[src/rtl/shift_add_multiplier.sv]
// Sequential unsigned shift-and-add multiplier.
// One partial product is added per clock through a single WIDTH-bit ripple-carry row,
// so a WIDTH x WIDTH product takes WIDTH RUN cycles after the accepted start.
//
// Ports:
//   clk      rising-edge clock
//   rst      synchronous, active-high reset
//   start    operation request, honoured only while idle
//   a, b     multiplicand / multiplier, captured on the accepted start edge
//   busy     high while an operation is in progress
//   done     one-cycle pulse when product becomes valid
//   product  full 2*WIDTH-bit unsigned result, held until the next done or reset
module shift_add_multiplier #(
   parameter int unsigned WIDTH = 4
) (
   input  logic               clk,
   input  logic               rst,
   input  logic               start,
   input  logic [WIDTH-1:0]   a,
   input  logic [WIDTH-1:0]   b,
   output logic               busy,
   output logic               done,
   output logic [2*WIDTH-1:0] product
);

   localparam int unsigned CNT_W = $clog2(WIDTH) + 1;

   typedef enum logic [0:0] {StIdle, StRun} state_e;

   state_e state_q, state_d;

   logic [WIDTH-1:0]   mcand_q;
   logic [WIDTH-1:0]   mplier_q;
   logic [WIDTH-1:0]   acc_q;
   logic [CNT_W-1:0]   cnt_q;
   logic               done_q;
   logic [2*WIDTH-1:0] product_q;

   logic [WIDTH-1:0]   addend;
   logic [WIDTH-1:0]   sum;
   logic               carry;
   logic [2*WIDTH-1:0] shifted;
   logic               last;

   // Ripple-carry add of the current partial product into the upper accumulator half.
   always_comb begin
      logic c;
      addend = mplier_q[0] ? mcand_q : '0;
      sum    = '0;
      c      = 1'b0;
      for (int i = 0; i < int'(WIDTH); i++) begin
         sum[i] = acc_q[i] ^ addend[i] ^ c;
         c      = (acc_q[i] & addend[i]) | (c & (acc_q[i] ^ addend[i]));
      end
      carry = c;
   end

   // {carry, sum, mplier} >> 1; the dropped top bit is always zero, the carry lands in acc.
   assign shifted = {carry, sum, mplier_q[WIDTH-1:1]};
   assign last    = (cnt_q == CNT_W'(WIDTH - 1));

   // State register
   always_ff @(posedge clk) begin
      if (rst) begin
         state_q <= StIdle;
      end else begin
         state_q <= state_d;
      end
   end

   // Next-state logic
   always_comb begin
      state_d = state_q;
      unique case (state_q)
         StIdle:  if (start) state_d = StRun;
         StRun:   if (last)  state_d = StIdle;
         default: state_d = StIdle;
      endcase
   end

   // Outputs
   always_comb begin
      busy    = (state_q == StRun);
      done    = done_q;
      product = product_q;
   end

   // Datapath
   always_ff @(posedge clk) begin
      if (rst) begin
         mcand_q   <= '0;
         mplier_q  <= '0;
         acc_q     <= '0;
         cnt_q     <= '0;
         done_q    <= 1'b0;
         product_q <= '0;
      end else begin
         done_q <= 1'b0;
         unique case (state_q)
            StIdle: begin
               if (start) begin
                  mcand_q  <= a;
                  mplier_q <= b;
                  acc_q    <= '0;
                  cnt_q    <= '0;
               end
            end
            StRun: begin
               acc_q    <= shifted[2*WIDTH-1:WIDTH];
               mplier_q <= shifted[WIDTH-1:0];
               cnt_q    <= cnt_q + CNT_W'(1);
               if (last) begin
                  product_q <= shifted;
                  done_q    <= 1'b1;
               end
            end
            default: ;
         endcase
      end
   end

endmodule
[config.mk]
export PLATFORM = sky130hd
export DESIGN_NAME = shift_add_multiplier
export DESIGN_NICKNAME = d
export VERILOG_FILES = /design/src/rtl/shift_add_multiplier.sv
export SDC_FILE = /design/constraint.sdc
export NUM_CORES = 1
export LEC_CHECK = 0
export CORE_UTILIZATION = 25
export CTS_CLUSTER_SIZE = 10
export DETAILED_ROUTE_END_ITERATION = 16
export PLACE_DENSITY = 0.47
export SYNTH_ARGS = -nofsm -noshare
export SYNTH_HDL_FRONTEND = slang
export SYNTH_SLANG_ARGS = --single-unit
[constraint.sdc]
create_clock -name clk -period 3.2 [get_ports clk]
set_clock_uncertainty 0.1 [all_clocks]
set_input_delay 0.8 -clock clk [delete_from_list [all_inputs] [get_ports clk]]
set_output_delay 0.8 -clock clk [all_outputs]
set_load 0.005 [all_outputs]
==> summary.md <==
| Metric | Value |
|---|---|
| Detailed-routed wire length on met3 | 67 um |
| Synthesized instance count | ~120 |
| Max-capacitance violation count | 0 |
| Total gr overflow | 0 |
| Setup fix buffers added after clock tree synthesis | 0 |
| Detailed-routed wire length on met2 | approximately 960 um |
| Clock root buffer master | sky130_fd_sc_hd__clkbuf_8 |
| Effective utilization at floorplan | 26.0% |
| Post-route cell area | 0.00139 mm^2 |
| Actual transition at the worst max-transition pin | 0.899 ns |
| Die area | 0.00477 mm^2 |
| Average cell area after synthesis | between 9 and 10 um^2 |
| Tot GR Track Use | ~9.1% |
| Drt initial violations | 12 |
| Clock-pin slew of the registers on the worst-case setup and hold paths | roughly 0.09 ns |
| Clock period minus worst slack | between 2 and 2.5 ns |
| Final Wtd Congestion | 0.719 |
| #FFs+latches synth | 25 |
| Slew Limit Fails | 0 |
| Final wirelength | 2030 um |
| Delay of the slowest cell on the worst path | 0.52 ns |
| Final ANT Viol Nets | 0 |
| Clock tree from TritonCTS | done |
| Core area | 0.00432 mm^2 |
| Vias in the first global route | 803 |
| Buffers added on ports | 20 |
| Global-route wire length before repair | approximately 3600 um |
| Area taken by multi-input logic gates | 542 um^2 |
| Power per cell area | 410 mW/mm^2 |
| Setup violators final | 0 |
| Share of layout cells above drive strength 1 | 12.0% |
| Sequential cell area in the final layout | 500 um^2 |
| Kind of start point of the critical path | register |
| Post-route total power | approximately 0.00057 W |
| Horiz. Die Dim | 69.1 um |
| Site Rows | 24 |
| Unrepaired setup endpoints after global routing | false |
| Pin count of the biggest net entering global routing | 26 |
| TritonCTS buffer count | 3 |
| Number of hold violations in the final report | 0 |
| HPWL after detailed placement | approximately 1500 um |
| Clock sinks | 25 |
| Max VDD drop | 0.158 mV |
| Post-route DRC | 0 |
| Vias per cell | 4.27 |
| Number of buffers added to fix hold violations after cts | 0 |
| Final clock period utilization by the worst path | 72.5% |
| YS warnings | 0 |
| H-tree levels | 1 |
| Most repeated library cell on the critical path | sky130_fd_sc_hd__fa_1 |
| Slowest cell on crit path | sky130_fd_sc_hd__fa_1 |
| Count of inserted antenna diode cells | 0 |
| Tightest Hold Check Type | register to register |
| Type of the setup path with the least slack | register to register |
| Rel. slew slack | 39.9% |
| Via count of the routed design | 790 |
| Arrival time of data at the critical path endpoint | 2.34 ns |
| CP Cell Sequence | and2_1 > ha_1 > fa_1 > inv_1 > fa_1 > fa_1 > nand2b_1 > o31a_2 > nor2_1 |
| Growth of design area from synthesis to finish | 23.6% |
| Maximum clock rate | 431 MHz |
| Initial antenna violation count | 0 |
| Clock insertion delay at the later pin of the skew report | 0.27 ns |
| Register area share after synthesis | 44.5% |
| Distinct cell type count after synthesis | 24 |
| Mapped cell area | 0.00112 mm^2 |
| Maximum number of buffers from clock root to sink | 2 |
| Chip Height | roughly 69 um |
| DR pass1 iterations | 4 |
| Routed wire length per instance | 11.0 um |
| Setup TNS | 0 ns |
| WP data required | roughly 3.2 ns |
| Number of placed I/O pins | 21 |
| Post-synthesis net count | 132 |
| Layout net count | 151 |
| Static Leakage | 0.509 nW |
| Number of gates given a new drive strength after cts | 0 |
| Sum of routed wire segments on met1 | 989 um |
| Crit path capture type | register |
| Layout fillers | 470 |
| Top layer reached by signal wires | met4 |
| Run status | complete, no violations |
| Crit Path Max Fanout | 5 |
| Dpl cell area | ~0.0013 mm^2 |
-- cells by family after synthesis --
group	Yosys count	share of synthesized area (%)
adders and majority gates	6	8.68
AOI/OAI and AO/OA	14	8.23
DFF	25	44.5
muxes	13	13.0
buffers and inverters	13	7.34
and+or+nand+nor	44	18.2
-- path summary, 6_finish.rpt --
path	slack, ns	depth (start not counted)	startpoint	end
setup / recovery	0.88	9	mplier_q[0]$_SDFFE_PP0P_	acc_q[2]$_SDFFE_PP0P_
hold / removal	0.36	2	product[3]$_SDFFE_PP0P_	product[3]$_SDFFE_PP0P_
hold reg to reg	0.36	2	product[3]$_SDFFE_PP0P_	product[3]$_SDFFE_PP0P_
setup reg to reg	0.88	9	mplier_q[0]$_SDFFE_PP0P_	acc_q[2]$_SDFFE_PP0P_
-- stage by stage --
stage | cells | util, % | hold slack, ns | setup slack [ns]
4_1_cts | 185 | 32.1 | 0.363 | 0.835
5_1_grt | 185 | 32.1 | 0.395 | 0.698
3_5_place_dp | 181 | 31.0 | 0.350 | 0.768
3_3_place_gp | 181 | 31.0 | 0.347 | 0.811
2_1_floorplan | 115 | - | 0.344 | 1.08
6_report | 185 | 32.1 | 0.361 | 0.878
-- routing by layer --
layer	global-route usage, %	vias up
met5	0	-
met4	3.40	0
met3	2.19	2
met2	15.4	10
met1	11.1	370
li1	-	408
-- registers in the layout (all words and copies together), names as in the netlist --
name	cells
mcand_q	4
done	1
busy	1
acc_q	4
mplier_q	4
cnt_q	3
product	8
-- critical path, delay by kind of cell, from the launching register on --
kind | cells | cell delay, ns
DFF | 1 | 0.40
adders and majority gates | 4 | 1.20
and+or+nand+nor | 3 | 0.30
AOI/OAI and AO/OA | 1 | 0.13
buffers and inverters | 1 | 0.05
-- placed cells by master, fill, tap and decap left out, drive strengths merged --
master,instances
nor2,20
a21oi,8
nor3b,3
clkdlybuf4s50,20
mux2,4
nor2b,1
nand2b,3
and2,3
dfxtp,25
nor3,1
a211oi,3
fa,3
clkbuf,3
inv,5
o31a,3
nand2,13
mux2i,9
ha,3
buf,2
clkinvlp,1
-- cell type report --
class | count | area share (%)
Multi-Input combinational cell | 77 | 39.0
Sequential cell | 25 | 36.0
Timing Repair Buffer | 22 | 15.5
Tap cell | 52 | 4.68
Clock buffer | 3 | 2.97
Inverter | 5 | 1.35
Clock inverter | 1 | 0.540
-- cell usage after synthesis, drive strengths merged --
| cell type | number | share of area [%] |
|---|---|---|
| a211oi | 3 | 2.0 |
| a21oi | 8 | 3.6 |
| and2 | 3 | 1.9 |
| buf | 6 | 4.9 |
| clkbuf | 2 | 0.78 |
| dfxtp | 25 | 44 |
| fa | 3 | 5.3 |
| ha | 3 | 3.3 |
| inv | 5 | 1.7 |
| mux2 | 4 | 5.0 |
| mux2i | 9 | 8.0 |
| nand2 | 13 | 4.3 |
| nand2b | 3 | 1.7 |
| nor2 | 20 | 6.9 |
| nor2b | 1 | 0.56 |
| nor3 | 1 | 0.44 |
| nor3b | 3 | 2.4 |
| o31a | 3 | 2.7 |
-- power breakdown --
group / leakage, nW / total [W] / switching (W) / internal, W
clock: 0.0217 / 0.000189 / 0.000100 / 0.0000881
sequential: 0.203 / 0.000326 / 0.00000599 / 0.000320
combinational: 0.284 / 0.0000552 / 0.0000244 / 0.0000308
(Power assumes the default switching activity.)
